===== config.mk =====
export PLATFORM = sky130hd
export DESIGN_NAME = wb_uart_tx
export DESIGN_NICKNAME = d
export VERILOG_FILES = /design/src/rtl/uart_pkg.sv /design/src/rtl/uart_tx_fifo.sv /design/src/rtl/wb_uart_tx.sv
export SDC_FILE = /design/constraint.sdc
export NUM_CORES = 1
export LEC_CHECK = 0
export CAP_MARGIN = 20
export CORE_MARGIN = 2
export CORE_UTILIZATION = 50
export DETAILED_ROUTE_END_ITERATION = 8
export HOLD_SLACK_MARGIN = 0.15
export PLACE_DENSITY = 0.74
export SKIP_CTS_REPAIR_TIMING = 1
export SLEW_MARGIN = 10
export SYNTH_ARGS = -nofsm -noshare
export SYNTH_HDL_FRONTEND = slang
export SYNTH_HIERARCHICAL = 1
export SYNTH_SLANG_ARGS = --single-unit

===== constraint.sdc =====
create_clock -name clk -period 6.82 [get_ports clk]
set_input_delay 2.046 -clock clk [delete_from_list [all_inputs] [get_ports clk]]
set_output_delay 2.046 -clock clk [all_outputs]
set_load 0.03 [all_outputs]

===== src/rtl/uart_pkg.sv =====
// Shared types and register map for the Wishbone UART transmitter.
// Latency: n/a (declarations only).
// Backpressure: n/a.
package uart_pkg;

    typedef enum logic [1:0] {
        IDLE  = 2'd0,
        START = 2'd1,
        DATA  = 2'd2,
        STOP  = 2'd3
    } uart_tx_state_t;

    // Register select, decoded from ADR[3:2]
    localparam logic [1:0] REG_DATA   = 2'd0;
    localparam logic [1:0] REG_STATUS = 2'd1;

    // STATUS bit positions
    localparam int STAT_FULL  = 0;
    localparam int STAT_EMPTY = 1;
    localparam int STAT_BUSY  = 2;

    // STATUS word as seen on DAT_O
    typedef struct packed {
        logic [28:0] rsvd;
        logic        busy;
        logic        empty;
        logic        full;
    } uart_status_t;

endpackage


===== src/rtl/uart_tx_fifo.sv =====
// Generic synchronous FIFO holding bytes queued for the serialiser.
// Latency: dout shows the head entry combinationally; a push is visible one cycle later.
// Backpressure: push ignored when full, pop ignored when empty; full is judged before a same-cycle pop.
module uart_tx_fifo #(
    parameter int WIDTH = 8,
    parameter int DEPTH = 16
) (
    input  logic                     clk,
    input  logic                     rst_n,
    input  logic                     push,
    input  logic                     pop,
    input  logic [WIDTH-1:0]         din,
    output logic [WIDTH-1:0]         dout,
    output logic                     full,
    output logic                     empty,
    output logic [$clog2(DEPTH):0]   count
);

    localparam int AW = $clog2(DEPTH);

    logic [WIDTH-1:0] mem_q [DEPTH];
    logic [AW-1:0]    wr_ptr_q, wr_ptr_d;
    logic [AW-1:0]    rd_ptr_q, rd_ptr_d;
    logic [AW:0]      count_q, count_d;
    logic             do_push, do_pop;

    assign full  = (count_q == (AW + 1)'(DEPTH));
    assign empty = (count_q == '0);
    assign count = count_q;
    assign dout  = mem_q[rd_ptr_q];

    // Pointer and occupancy update; simultaneous push and pop leave count unchanged
    always_comb begin
        do_push  = push && !full;
        do_pop   = pop && !empty;
        wr_ptr_d = wr_ptr_q;
        rd_ptr_d = rd_ptr_q;
        count_d  = count_q;
        if (do_push) begin
            wr_ptr_d = wr_ptr_q + AW'(1);
        end
        if (do_pop) begin
            rd_ptr_d = rd_ptr_q + AW'(1);
        end
        if (do_push && !do_pop) begin
            count_d = count_q + (AW + 1)'(1);
        end else if (do_pop && !do_push) begin
            count_d = count_q - (AW + 1)'(1);
        end
    end

    // Control state; reset empties the queue without touching storage
    always_ff @(posedge clk or negedge rst_n) begin
        if (!rst_n) begin
            wr_ptr_q <= '0;
            rd_ptr_q <= '0;
            count_q  <= '0;
        end else begin
            wr_ptr_q <= wr_ptr_d;
            rd_ptr_q <= rd_ptr_d;
            count_q  <= count_d;
        end
    end

    // Storage write; contents are don't-care until pushed
    always_ff @(posedge clk) begin
        if (do_push) begin
            mem_q[wr_ptr_q] <= din;
        end
    end

endmodule


===== src/rtl/wb_uart_tx.sv =====
// Wishbone classic slave that queues bytes and shifts them out 8N1 on tx.
// Latency: termination one edge after request; tx falls 2 clk after the ACK edge into an empty FIFO.
// Backpressure: DATA write into a full FIFO terminates with RTY and is dropped; the master retries.
module wb_uart_tx
    import uart_pkg::*;
#(
    parameter int CLK_DIV    = 434,
    parameter int FIFO_DEPTH = 16
) (
    input  logic        clk,
    input  logic        rst,
    input  logic        CYC,
    input  logic        STB,
    input  logic        WE,
    input  logic [31:0] ADR,
    input  logic [31:0] DAT_I,
    output logic [31:0] DAT_O,
    output logic        ACK,
    output logic        ERR,
    output logic        RTY,
    output logic        tx,
    output logic        tx_idle
);

    localparam int             BW        = (CLK_DIV > 1) ? $clog2(CLK_DIV) : 1;
    localparam logic [BW-1:0]  BAUD_LAST = BW'(CLK_DIV - 1);

    // Bus side
    logic         ack_q, ack_d;
    logic         err_q, err_d;
    logic         rty_q, rty_d;
    logic [31:0]  dat_o_q, dat_o_d;
    logic         req;
    uart_status_t status;

    // Serialiser
    uart_tx_state_t state_q, state_d;
    logic [BW-1:0]  baud_q, baud_d;
    logic [2:0]     bit_q, bit_d;
    logic [7:0]     shift_q, shift_d;
    logic           tx_q, tx_d;
    logic           tx_idle_q, tx_idle_d;
    logic           baud_end;

    // FIFO
    logic                          push, pop;
    logic                          fifo_full, fifo_empty;
    logic [7:0]                    fifo_dout;
    logic [$clog2(FIFO_DEPTH):0]   fifo_count;

    // Address bits above the window are already decoded into CYC; byte lanes below [31:24] carry nothing
    logic unused_bits;
    assign unused_bits = ^{ADR[31:4], ADR[1:0], DAT_I[23:0], fifo_count};

    uart_tx_fifo #(
        .WIDTH (8),
        .DEPTH (FIFO_DEPTH)
    ) u_fifo (
        .clk   (clk),
        .rst_n (rst),
        .push  (push),
        .pop   (pop),
        .din   (DAT_I[31:24]),
        .dout  (fifo_dout),
        .full  (fifo_full),
        .empty (fifo_empty),
        .count (fifo_count)
    );

    // A request is blocked while its own termination is on the bus, so a held STB cannot double-push
    assign req      = CYC && STB && !(ack_q || err_q || rty_q);
    assign baud_end = (baud_q == BAUD_LAST);

    // Bus decode: pick exactly one termination and the read data for the next cycle
    always_comb begin
        status       = '0;
        status.full  = fifo_full;
        status.empty = fifo_empty;
        status.busy  = (state_q != IDLE);
        ack_d        = 1'b0;
        err_d        = 1'b0;
        rty_d        = 1'b0;
        dat_o_d      = '0;
        push         = 1'b0;
        if (req) begin
            case (ADR[3:2])
                REG_DATA: begin
                    if (!WE) begin
                        ack_d = 1'b1;
                    end else if (fifo_full) begin
                        rty_d = 1'b1;
                    end else begin
                        ack_d = 1'b1;
                        push  = 1'b1;
                    end
                end
                REG_STATUS: begin
                    if (WE) begin
                        err_d = 1'b1;
                    end else begin
                        ack_d   = 1'b1;
                        dat_o_d = status;
                    end
                end
                default: err_d = 1'b1;
            endcase
        end
    end

    // Serialiser: line level follows the registered state, so tx lags a state change by one clk
    always_comb begin
        state_d = state_q;
        baud_d  = baud_q;
        bit_d   = bit_q;
        shift_d = shift_q;
        pop     = 1'b0;
        tx_d    = 1'b1;
        case (state_q)
            IDLE: begin
                baud_d = '0;
                bit_d  = '0;
                if (!fifo_empty) begin
                    pop     = 1'b1;
                    shift_d = fifo_dout;
                    state_d = START;
                end
            end
            START: begin
                tx_d = 1'b0;
                if (baud_end) begin
                    baud_d  = '0;
                    bit_d   = '0;
                    state_d = DATA;
                end else begin
                    baud_d = baud_q + BW'(1);
                end
            end
            DATA: begin
                tx_d = shift_q[0];
                if (baud_end) begin
                    baud_d  = '0;
                    shift_d = {1'b0, shift_q[7:1]};
                    if (bit_q == 3'd7) begin
                        state_d = STOP;
                    end else begin
                        bit_d = bit_q + 3'd1;
                    end
                end else begin
                    baud_d = baud_q + BW'(1);
                end
            end
            STOP: begin
                tx_d = 1'b1;
                if (baud_end) begin
                    baud_d = '0;
                    bit_d  = '0;
                    // Chain straight into the next frame when more data is queued
                    if (!fifo_empty) begin
                        pop     = 1'b1;
                        shift_d = fifo_dout;
                        state_d = START;
                    end else begin
                        state_d = IDLE;
                    end
                end else begin
                    baud_d = baud_q + BW'(1);
                end
            end
            default: state_d = IDLE;
        endcase
        tx_idle_d = fifo_empty && (state_q == IDLE);
    end

    // All registered state; reset aborts any frame and drives the line idle at once
    always_ff @(posedge clk or negedge rst) begin
        if (!rst) begin
            ack_q     <= 1'b0;
            err_q     <= 1'b0;
            rty_q     <= 1'b0;
            dat_o_q   <= '0;
            state_q   <= IDLE;
            baud_q    <= '0;
            bit_q     <= '0;
            shift_q   <= '0;
            tx_q      <= 1'b1;
            tx_idle_q <= 1'b1;
        end else begin
            ack_q     <= ack_d;
            err_q     <= err_d;
            rty_q     <= rty_d;
            dat_o_q   <= dat_o_d;
            state_q   <= state_d;
            baud_q    <= baud_d;
            bit_q     <= bit_d;
            shift_q   <= shift_d;
            tx_q      <= tx_d;
            tx_idle_q <= tx_idle_d;
        end
    end

    assign ACK     = ack_q;
    assign ERR     = err_q;
    assign RTY     = rty_q;
    assign DAT_O   = dat_o_q;
    assign tx      = tx_q;
    assign tx_idle = tx_idle_q;

endmodule


Yosys cells after proc, flatten, opt, wreduce, memory -nomap -nowiden
Memory sizes are Yosys's and may differ from the RTL's.
Cells that the tools add are included.
{ "totals": {"word_cells": 102, "reg_bits": 72, "mem_count": 1, "mem_bits_rw": 128, "in_bits": 69, "mem_bits_ro": 0, "latch_bits": 0, "out_inout_bits": 37} }
{ "op_classes": {"shifts": 0, "eq_ne": 14, "n_addsub": 6, "n_lt_le_gt_ge": 0, "bitwise_logic": 0, "mux": 43, "multipliers": 0, "reduce_logical": 25, "div_mod_pow": 0} }
{ "mem_list": {"columns": ["memory", "depth", "word_bits", "read_ports", "rd_ports_with_merged_regs", "write_ports", "line", "source"], "rows": [
  ["u_fifo.mem_q", 16, 8, 1, 0, 1, "uart_tx_fifo.sv:21", "logic [WIDTH-1:0] mem_q [DEPTH];"]
]} }
{ "ops": {"columns": ["operator", "count"], "rows": [
  ["2-to-1 mux 8 bit", 3],
  ["one-hot mux 8 bit (3 select lines)", 1],
  ["2-to-1 mux 1 bit", 18],
  ["2-to-1 mux 3 bit", 6],
  ["one-hot mux 9 bit (2 select lines)", 1],
  ["inequality test 2 bit (second input constant)", 6],
  ["2-to-1 mux 2 bit", 5],
  ["2-to-1 mux 5 bit", 2],
  ["adder 9 x 1 -> 9 bit (second input constant)", 1],
  ["== test 9 bit (second input constant)", 1],
  ["2-to-1 mux 9 bit", 1],
  ["one-hot mux 3 bit (3 select lines)", 1],
  ["adder 4 x 1 -> 4 bit (second input constant)", 2],
  ["one-hot mux 1 bit (2 select lines)", 4],
  ["one-hot mux 2 bit (4 select lines)", 1],
  ["logical AND 1 bit", 7],
  ["AND reduction 3 bit", 2],
  ["adder 5 x 1 -> 5 bit (second input constant)", 1],
  ["== test 5 bit (second input constant)", 1],
  ["logical NOT 1 bit", 5],
  ["logical NOT 5 bit", 1],
  ["AND reduction 5 bit", 1],
  ["subtractor 5 x 1 -> 5 bit (second input constant)", 1],
  ["== test 2 x 1 -> 1 bit (second input constant)", 2],
  ["other kinds (10)", 14]
]} }

Logic depth before layout (Yosys ltp)
Gate-level depths: netlist (run 1).
{ "logic_depth": {"depth_word": 10, "mapped_depth": 15, "mapped_depth_nobuf": 15} }

By module
The synthesis (run 1) kept the hierarchy.
{ "by_module_without_submodules": {"columns": ["mod", "seq_area_each_um2", "cells_each", "instances", "area_per_inst_um2"], "rows": [
  ["uart_tx_fifo", 4169.0, 322, 1, 5774.3],
  ["wb_uart_tx", 753.2, 160, 1, 1799.2]
]} }

Least setup slack after synthesis (run 1)
OpenSTA, ideal clock, no wires.
{ "synth_path": {"path_type": "input-to-reg", "start": "in ADR[3]", "end": "reg u_fifo.count_q[4] (netlist: u_fifo/count[4])", "arrival_time_ns": 4.531, "required_time_ns": 6.740, "setup_time_ns": 0.080, "n_path_buf": 0, "path_slack_ns": 2.209, "path_stages": 10, "path_cell_list": "or4_4 > nor4b_1 > a21boi_2 > ha_1 > inv_1 > fa_1 > a21o_1 > a21oi_1 > mux2i_1 > xnor2_1"} }
{ "synth_via": {"elab_chain_cells": 7, "elab_cells_between_ends": 9, "classes_between": "mux: 3; reduce/logical: 6"} }
{ "synth_rtl": {"columns": ["item", "line", "source"], "rows": [
  ["start: declaration", "wb_uart_tx.sv:15", "input logic [31:0] ADR,"],
  ["logical NOT 2 bit (*)", "wb_uart_tx.sv:86", "case (ADR[3:2])"],
  ["2-to-1 mux 1 bit (*)", "wb_uart_tx.sv:86", null],
  ["2-to-1 mux 1 bit (*)", "wb_uart_tx.sv:85", "if (req) begin"],
  ["named net push", "wb_uart_tx.sv:46", "logic push, pop;"],
  ["logical AND 1 bit (*)", "uart_tx_fifo.sv:34", "do_push = push && !full;"],
  ["named net u_fifo.do_push", "uart_tx_fifo.sv:25", "logic do_push, do_pop;"],
  ["logical NOT 1 bit", "uart_tx_fifo.sv:47", "end else if (do_pop && !do_push) begin"],
  ["logical AND 1 bit", "uart_tx_fifo.sv:47", null],
  ["nonzero test 2 bit (no line)", null, null],
  ["end signal: assignment", "uart_tx_fifo.sv:61", "count_q <= count_d;"],
  ["end: declaration", "uart_tx_fifo.sv:24", "logic [AW:0] count_q, count_d;"]
]} }
Mark *: on every way through the listed nets, which the timed path passes. The rest lies on a longest branch.
A chain may end at the register's enable or synchronous reset.

Final worst setup path (run 1)
Ends and elaborated chain as after synthesis.

==> flow_summary.json, run 1 <==
{
  "cts_tree": "built",
  "fill_cells": 1131,
  "rows": 44,
  "clk_latency_ns": 0.42,
  "final_layout_size_suffix_gt1_share_pct": 16.5,
  "stdcell_count": 704,
  "ctsLongestPathBuffers": 2,
  "grt-ovfl-total": 0,
  "slew_headroom_pct": 39.9,
  "syn_inst": 482,
  "ys_seq_area_share_pct": 65.0,
  "hold_violations": 0,
  "synth_edf_count": 128,
  "setup_violations": 0,
  "p_int_mw": 1.78,
  "fin_skew_ns": 0.0137,
  "grt_max_degree": 44,
  "slew_viol_final": 0,
  "vias_per_cell": 5.63,
  "diodes": 0,
  "p_leak_nw": 3.20,
  "critPathKind": "in2reg",
  "p_comb_share_pct": 8.1,
  "crit_fanout": 9,
  "worstMarginPinSlew_ns": 0.899,
  "swShare_pct": 23.0,
  "yosysWarnings": 6,
  "wire_per_inst_um": 19.1,
  "dp_cells": 674,
  "synthArstFlopShare_pct": 25.1,
  "layout.nets": 598,
  "p_clk_share_pct": 39.2,
  "critical_path_buf_inv_count": 2,
  "syn_area_per_cell_um2": 15.7,
  "rr_worst_depth": 12,
  "reg2reg_slack_ns": 3.50,
  "final_area_um2": 8380,
  "worst-path-stages": 11,
  "pwr-share-seq_pct": 52.7,
  "timing.fmax_mhz": 203,
  "end_kind": "register",
  "clk_pin_slew_worst_paths_ns": 0.06,
  "cts.sinks": 171,
  "slowest_stage": "or4_4",
  "drt-pass1-iter-count": 5,
  "path_cells": "clkdlybuf4s50_1, or4_4, nor4b_1, a21boi_2, ha_1, inv_1, fa_1, a21o_1, a21oi_1, mux2i_1, xnor2_1",
  "power_switching_mw": 0.532,
  "area_growth_pct": 10.6,
  "tns_ns": 0,
  "cp-endpoint": "u_fifo/count[4]",
  "ys_ff_latch": 171,
  "synthesis.area_um2": 7570,
  "grtUsageTotal_pct": 17.9,
  "crit_start": "ADR[3]",
  "numPortBuffers": 22,
  "critPathMaxStageDelay_ns": 0.57,
  "crit_family": "simple AND/OR/NAND/NOR gates",
  "ant_nets": 0,
  "gp_routability_congestion": 0.781,
  "grt_pass1_vias": 3960,
  "maxCapViolations": 0,
  "dieArea_um2": 16100,
  "pwr_density_cell_nw_per_um2": 276,
  "ir_drop_mv": 0.167,
  "start_kind": "primary input",
  "rr_startpoint": "u_fifo/count[0]",
  "drtIter0Drc": 284,
  "status": "finished, final reports clean",
  "place_area_um2": 7800,
  "wirelength_mm": 13.5,
  "die_y_um": 127,
  "yosysUniqueCellTypes": 58,
  "reg2reg_to": "u_fifo/count[4]",
  "drc": 0,
  "min_period_ns": 4.92,
  "clockRootBuffer": "clkbuf_16",
  "core_area_um2": 14600,
  "cp.required_ns": 7.17,
  "cts_buffers": 17,
  "hpwl_mm": 8.61,
  "start_util_pct": 51.7,
  "ys.flop_type": "edfxtp_1",
  "post-route-period-util_pct": 72.1,
  "cp_data_arrival_time_ns": 5.27,
  "io-pin-count": 106,
  "rsz0062_at_grt": "false",
  "htree_num_levels": 4,
  "multiInputGateArea_um2": 2340,
  "postLayoutCoreUtil_pct": 57.2,
  "antenna_found_initial": 0,
  "die_w_um": 127,
  "vias": 3962,
  "regArea_um2": 4920,
  "hp-class": "reg2reg",
  "grt_pass1_wl_mm": 21.5
}
kinds of logic (layout without fill, tap and decap cells):
family | count (synthesis) | in the layout | synth area share [%]
fa+ha+maj | 19 | 19 | 3.24
other cells | 1 | 29 | 0.0495
xor+xnor | 17 | 17 | 1.97
flops | 171 | 171 | 65.0
mux | 68 | 68 | 11.9
compound gates | 54 | 54 | 5.72
buf+inv | 61 | 71 | 5.47
simple gates | 91 | 91 | 6.63
flip-flops by register name, indices dropped and copies added, names as in the netlist:
register,flops
shift_q,8
tx_idle,1
bit_q,3
baud_q,9
RTY,1
u_fifo/rd_ptr_q,4
state_q,2
u_fifo/mem_q,128
ERR,1
DAT_O,3
tx,1
u_fifo/wr_ptr_q,4
ACK,1
u_fifo/count,5
worst min path at each step:
| stage | startpoint | cells after the start | slack (ns) | end |
|---|---|---|---|---|
| 6_report | RTY | 1 | 0.48 | ERR |
| 5_1_grt | RTY | 1 | 0.49 | ERR |
| 4_1_cts | ACK | 1 | 0.47 | ERR |
| 3_5_place_dp | ACK | 1 | 0.46 | ERR |
| 3_3_place_gp | RTY | 1 | 0.44 | ERR |
| 2_1_floorplan | shift_q[0] | 2 | 0.46 | tx |
worst register-to-register path: cells and delay by family, from the launching register on:
kind | cells | cell delay [ns]
buffers and inverters | 2 | 0.22
adder cells (fa/ha/maj) | 2 | 0.59
XOR/XNOR | 1 | 0.14
flip-flops | 1 | 0.44
AND/OR/NAND/NOR | 3 | 1.02
multiplexers | 1 | 0.27
AO/OA/AOI/OAI | 3 | 0.58
per-stage QoR:
step	hold slack, ns	setup slack [ns]	power (mW)
floorplan	0.460	2.21	1.38
global placement	0.440	1.49	1.41
detailed placement	0.460	1.48	1.43
CTS	0.465	1.89	2.33
global route	0.494	1.63	2.40
finish	0.477	1.90	2.31
placed cells by master, fill, tap and decap left out, types with 2 or more instances in the layout:
| cell type | n |
|---|---|
| ha_1 | 18 |
| mux2i_1 | 36 |
| dfstp_2 | 2 |
| clkinv_4 | 4 |
| and2_1 | 3 |
| inv_1 | 12 |
| a22oi_1 | 8 |
| nand2b_1 | 2 |
| nand3_1 | 3 |
| a21o_1 | 2 |
| nor4_1 | 3 |
| clkbuf_16 | 17 |
| a221oi_2 | 2 |
| o21ai_0 | 11 |
| bufinv_16 | 2 |
| xor2_1 | 3 |
| nand2_1 | 21 |
| conb_1 | 29 |
| nor2b_1 | 3 |
| a21oi_1 | 5 |
| nor4b_1 | 2 |
| nor3_1 | 7 |
| a22o_1 | 2 |
| clkinv_1 | 2 |
| nand4_1 | 3 |
| clkdlybuf4s50_1 | 21 |
| a221oi_1 | 14 |
| nor2_1 | 31 |
| mux2_2 | 15 |
| mux4_2 | 16 |
| xnor2_1 | 14 |
| edfxtp_1 | 128 |
| buf_4 | 6 |
| o21a_1 | 2 |
| dfrtp_1 | 40 |
synth_stat cells (all sizes together), types with 2 or more instances:
library cell	n	area [um2]
ha	18	225
nor2b	3	18.8
xor2	3	26.3
a22o	2	17.5
mux2	16	184
nand2b	2	12.5
nand3b	2	18.8
nand3	4	25.0
nor2	32	128
edfxtp	128	3840
or4	2	18.8
nand4	3	18.8
a21o	2	15.0
a221oi	16	153
xnor2	14	123
mux2i	36	360
nor3	7	35.0
o21ai	13	76.3
a21oi	5	25.0
mux4	16	360
o21a	2	15.0
dfrtp	41	1030
buf	45	354
inv	13	48.8
and2	5	35.0
a22oi	8	60.1
nand2	21	78.8
nor4	3	18.8
dfstp	2	52.6
clkbuf	3	11.3
nor4b	2	17.5
layout make-up:
class | count | share of cell area, %
Sequential cell | 171 | 58.8
Multi-Input combinational cell | 278 | 28.0
Clock buffer | 18 | 5.12
Timing Repair Buffer | 29 | 3.35
Tap cell | 184 | 2.75
Clock inverter | 11 | 1.48
Inverter | 13 | 0.582
layer usage:
metal | global-route usage, % | wire [um] | vias up
met5 | 0 | 0 | -
met4 | 9.05 | 396 | 0
met3 | 4.31 | 765 | 26
met2 | 28.0 | 6520 | 136
met1 | 23.5 | 5770 | 1985
li1 | - | - | 1815
power by group through the flow:
stage	sequential [mW]	combinational, mW	clock (mW)
floorplan	1.22	0.162	0
global placement	1.24	0.177	0
detailed placement	1.24	0.186	0
CTS	1.22	0.186	0.928
global route	1.23	0.211	0.965
finish	1.22	0.187	0.907
Power figures use the tool's default switching activity.
==> run 2, diff against run 1 <==
Clock period 6.82 ns to 5 ns, I/O delays scaled along.
==> run 2 against run 1 <==
  * Global-route usage is 0.27 points higher
  * Core utilization grew 1.0 points
  * Largest power group unchanged
  * Die area stayed put
  * Count of clock-buffer cells in the layout unchanged
  * Worst setup slack got worse by 1.1 ns
==> flow_summary.json, run 2 (same netlist as run 1, synthesis figures left out) <==
{
  "gp_routability_congestion": 0.800,
  "regArea_um2": 4920,
  "fin_skew_ns": 0.0131,
  "slew_viol_final": 0,
  "grt-ovfl-total": 0,
  "io-pin-count": 106,
  "dieArea_um2": 16100,
  "die_w_um": 127,
  "fill_cells": 1104,
  "drtIter0Drc": 268,
  "wire_per_inst_um": 19.1,
  "min_period_ns": 4.19,
  "grt_pass1_vias": 4114,
  "regMostFlops": "u_fifo/mem_q",
  "status": "finished, final reports clean",
  "drt-pass1-iter-count": 5,
  "final_common_cell": "edfxtp_1",
  "vias": 4064,
  "rows": 44,
  "place_area_um2": 7910,
  "crit_fanout": 5,
  "grt_max_degree": 44,
  "hpwl_mm": 9.02,
  "htree_num_levels": 4,
  "final_layout_size_suffix_gt1_share_pct": 19.6,
  "antenna_found_initial": 0,
  "critPathKind": "in2reg",
  "final_area_um2": 8530,
  "grtUsageTotal_pct": 18.1,
  "layout_common_cells": "edfxtp_1, dfrtp_1, mux2i_1, nor2_1, conb_1",
  "clk_latency_ns": 0.42,
  "area_growth_pct": 12.6,
  "clk_pin_slew_worst_paths_ns": 0.07,
  "ant_nets": 0,
  "cts.sinks": 171,
  "start_util_pct": 51.7,
  "layout.nets": 612,
  "reg_top3": "u_fifo/mem_q (128), baud_q (9), shift_q (8)",
  "slew_headroom_pct": 41.1,
  "cp_data_arrival_time_ns": 4.54,
  "holdWs_ns": 0.483,
  "end_kind": "register",
  "hp-class": "reg2reg",
  "setup_violations": 0,
  "hold_violations": 0,
  "timing.final.ws_setup_ns": 0.807,
  "die_y_um": 127,
  "grt_pass1_wl_mm": 22.2,
  "worstMarginPinSlew_ns": 0.883,
  "cts_tree": "built",
  "post-route-period-util_pct": 83.9,
  "tns_ns": 0,
  "postLayoutCoreUtil_pct": 58.2,
  "drc": 0,
  "largest_register_ff_count": 128,
  "numPortBuffers": 22,
  "pre_cts_ws_ns": 0.385,
  "rsz0062_at_grt": "false",
  "pwr_density_cell_nw_per_um2": 381,
  "start_kind": "primary input",
  "core_area_um2": 14600,
  "diodes": 0,
  "timing.fmax_mhz": 238,
  "clockRootBuffer": "clkbuf_16",
  "ir_drop_mv": 0.354,
  "cts_buffers": 17,
  "cp.required_ns": 5.35,
  "p_leak_nw": 3.30,
  "ctsLongestPathBuffers": 2,
  "maxCapViolations": 0,
  "multiInputGateArea_um2": 2340,
  "vias_per_cell": 5.64,
  "wirelength_mm": 13.7
}
-- run 2: cell types whose count changed in the layout (fill, tap and decap cells not counted), sizes merged --
cell	previous run	this run
buf	8	22
clkinvlp	1	2
clkinv	7	0
inv	14	23
-- run 2: area by class of cell --
class | count | area share [%]
well taps | 184 | 2.70
inverters | 13 | 0.572
flip-flops and latches | 171 | 57.7
multi-input cells | 278 | 27.5
clock buffers | 18 | 5.03
repair buffers | 43 | 4.52
clock inverters | 14 | 2.00
-- run 2: power breakdown --
part	switching, mW	internal, mW
logic	0.151	0.111
clock network	0.571	0.758
registers	0.0707	1.59
total	0.792	2.46
-- run 2: final timing paths --
path,from,end,slack (ns),depth (start not counted)
setup reg to reg,u_fifo/count[0],u_fifo/count[4],1.60,12
hold / removal,ACK,ERR,0.48,1
hold reg to reg,ACK,ERR,0.48,1
min in group asynchronous,rst,bit_q[1],0.92,1
setup / recovery,ADR[3],u_fifo/count[4],0.81,11
max in group asynchronous,rst,tx,3.55,2
-- run 2: stage by stage --
step / power [mW] / instances
floorplan: 1.89 / 510
global placement: 1.93 / 688
detailed placement: 1.95 / 688
CTS: 3.28 / 720
global route: 3.38 / 721
finish: 3.25 / 721
-- run 2: critical path: stages --
cell and delay [ns]:
clkdlybuf4s50_1 0.44, or4_4 0.58, nor4b_1 0.26, a21boi_2 0.23, ha_1 0.18, inv_1 0.10
fa_1 0.42, a21o_1 0.20, a21oi_1 0.23, mux2i_1 0.25, xnor2_1 0.13
-- run 2: routing by layer --
metal | wire [um] | global-route usage [%] | share of wire, %
met5 | 0 | 0 | 0
met4 | 263 | 6.40 | 1.9
met3 | 600 | 4.15 | 4.4
met2 | 6810 | 29.6 | 50
met1 | 6070 | 24.2 | 44
==> run 3, diff against run 2 <==
Clock period 5 ns to 4.1 ns, I/O delays scaled along.
==> run 3 against run 2 <==
  * Total power is 23% higher
  * Register-to-register slack worse by 0.78 ns
  * Final area grew 0.70%
  * Worst setup slack lost 0.53 ns
  * Critical path depth increased by 1
  * Global-route usage about the same
  * Sequential power up 22%
  * Routed wire length shrank 1.3%
  * Critical path type unchanged
==> flow_summary.json, run 3 (same netlist as run 1, synthesis figures left out) <==
{
  "grt_pass1_wl_mm": 22.0,
  "hold_violations": 0,
  "wire_per_inst_um": 18.7,
  "htree_num_levels": 4,
  "place_area_um2": 7960,
  "drtIter0Drc": 243,
  "layout_common_cells": "edfxtp_1, dfrtp_1, mux2i_1, nor2_1, conb_1",
  "clockRootBuffer": "clkbuf_16",
  "pre_cts_ws_ns": -0.107,
  "vias": 4026,
  "drc": 0,
  "critPathKind": "in2reg",
  "layout.nets": 617,
  "cp.required_ns": 4.45,
  "cp_data_arrival_time_ns": 4.18,
  "rows": 44,
  "grt-ovfl-total": 0,
  "final_common_cell": "edfxtp_1",
  "worstMarginPinSlew_ns": 0.934,
  "end_kind": "register",
  "slew_headroom_pct": 37.7,
  "reg2reg_to": "u_fifo/count[4]",
  "die_y_um": 127,
  "dieArea_um2": 16100,
  "diodes": 0,
  "regArea_um2": 4920,
  "holdCritStartpoint": "RTY",
  "setup_violations": 0,
  "grt_max_degree": 44,
  "numPortBuffers": 22,
  "antenna_found_initial": 0,
  "grt_pass1_vias": 4071,
  "status": "finished, final reports clean",
  "start_kind": "primary input",
  "ctsLongestPathBuffers": 2,
  "rr_startpoint": "u_fifo/count[0]",
  "wirelength_mm": 13.6,
  "min_period_ns": 3.82,
  "pwr_density_cell_nw_per_um2": 466,
  "final_layout_size_suffix_gt1_share_pct": 20.3,
  "post-route-period-util_pct": 93.3,
  "vias_per_cell": 5.55,
  "timing.final.ws_setup_ns": 0.277,
  "clk_latency_ns": 0.43,
  "core_area_um2": 14600,
  "regMostFlops": "u_fifo/mem_q",
  "area_growth_pct": 13.4,
  "total_power_mw": 4.01,
  "hpwl_mm": 8.99,
  "fin_skew_ns": 0.0157,
  "drt-pass1-iter-count": 4,
  "ir_drop_mv": 0.334,
  "ant_nets": 0,
  "rsz0062_at_grt": "false",
  "timing.fmax_mhz": 262,
  "maxCapViolations": 0,
  "final_area_um2": 8590,
  "gp_routability_congestion": 0.786,
  "whs_endpoint": "ERR",
  "rr_worst_depth": 12,
  "io-pin-count": 106,
  "slew_viol_final": 0,
  "holdPathStages": 1,
  "die_w_um": 127,
  "crit_fanout": 4,
  "reg_top3": "u_fifo/mem_q (128), baud_q (9), shift_q (8)",
  "start_util_pct": 51.7,
  "cts.sinks": 171,
  "hp-class": "reg2reg",
  "p_leak_nw": 3.33,
  "multiInputGateArea_um2": 2340,
  "cts_buffers": 17,
  "clk_pin_slew_worst_paths_ns": 0.06,
  "cts_tree": "built",
  "postLayoutCoreUtil_pct": 58.7,
  "dp_cells": 693,
  "stdcell_count": 726,
  "fill_cells": 1087,
  "reg2reg_slack_ns": 0.82,
  "largest_register_ff_count": 128,
  "grtUsageTotal_pct": 18.2
}
-- run 3: cell count changes in the layout (fill, tap and decap cells not counted), sizes merged --
cell,delta
buf,+5
bufinv,+1
clkbuf,-1
clkinv,+3
clkinvlp,+1
inv,-4
-- run 3: cell type report --
cell class / count / share of cell area, %
Clock inverter: 15 / 2.14
Timing Repair Buffer: 48 / 5.07
Sequential cell: 171 / 57.3
Clock buffer: 17 / 4.95
Multi-Input combinational cell: 278 / 27.3
Tap cell: 184 / 2.68
Inverter: 13 / 0.568
-- run 3: worst max-delay path by stage --
stage / start / endpoint / slack (ns)
6_report: CYC / u_fifo/count[4] / 0.28
2_1_floorplan: ADR[3] / u_fifo/count[4] / 0.31
4_1_cts: CYC / u_fifo/count[4] / 0.23
3_3_place_gp: STB / u_fifo/count[4] / -0.12
5_1_grt: STB / u_fifo/count[4] / 0.01
3_5_place_dp: STB / u_fifo/count[4] / -0.11
-- run 3: power by group --
| part | switching (mW) | leakage [nW] | total (mW) | internal (mW) |
|---|---|---|---|---|
| sequential | 0.0871 | 1.68 | 2.03 | 1.94 |
| clock | 0.667 | 0.292 | 1.63 | 0.968 |
| combinational | 0.188 | 1.35 | 0.341 | 0.154 |
| total | 0.941 | 3.33 | 4.01 | 3.06 |
-- run 3: stage by stage --
stage	setup TNS [ns]	hold slack [ns]
2_1_floorplan	0	0.460
3_3_place_gp	-0.119	0.440
3_5_place_dp	-0.107	0.468
4_1_cts	0	0.476
5_1_grt	0	0.511
6_report	0	0.473
-- run 3: critical path, cell delays in order --
cell and delay (ns):
clkdlybuf4s50_1 0.46, nand3b_1 0.10, or4_4 0.43, nor4b_1 0.28, a21boi_2 0.24, ha_1 0.19
inv_1 0.10, fa_1 0.39, a21o_1 0.20, a21oi_1 0.19, mux2i_1 0.25, xnor2_1 0.13
-- run 3: layer usage --
metal | global-route usage (%) | routed length, um
met1 | 23.3 | 5710
met2 | 29.5 | 6770
met3 | 5.44 | 832
met4 | 6.79 | 249
met5 | 0 | 0
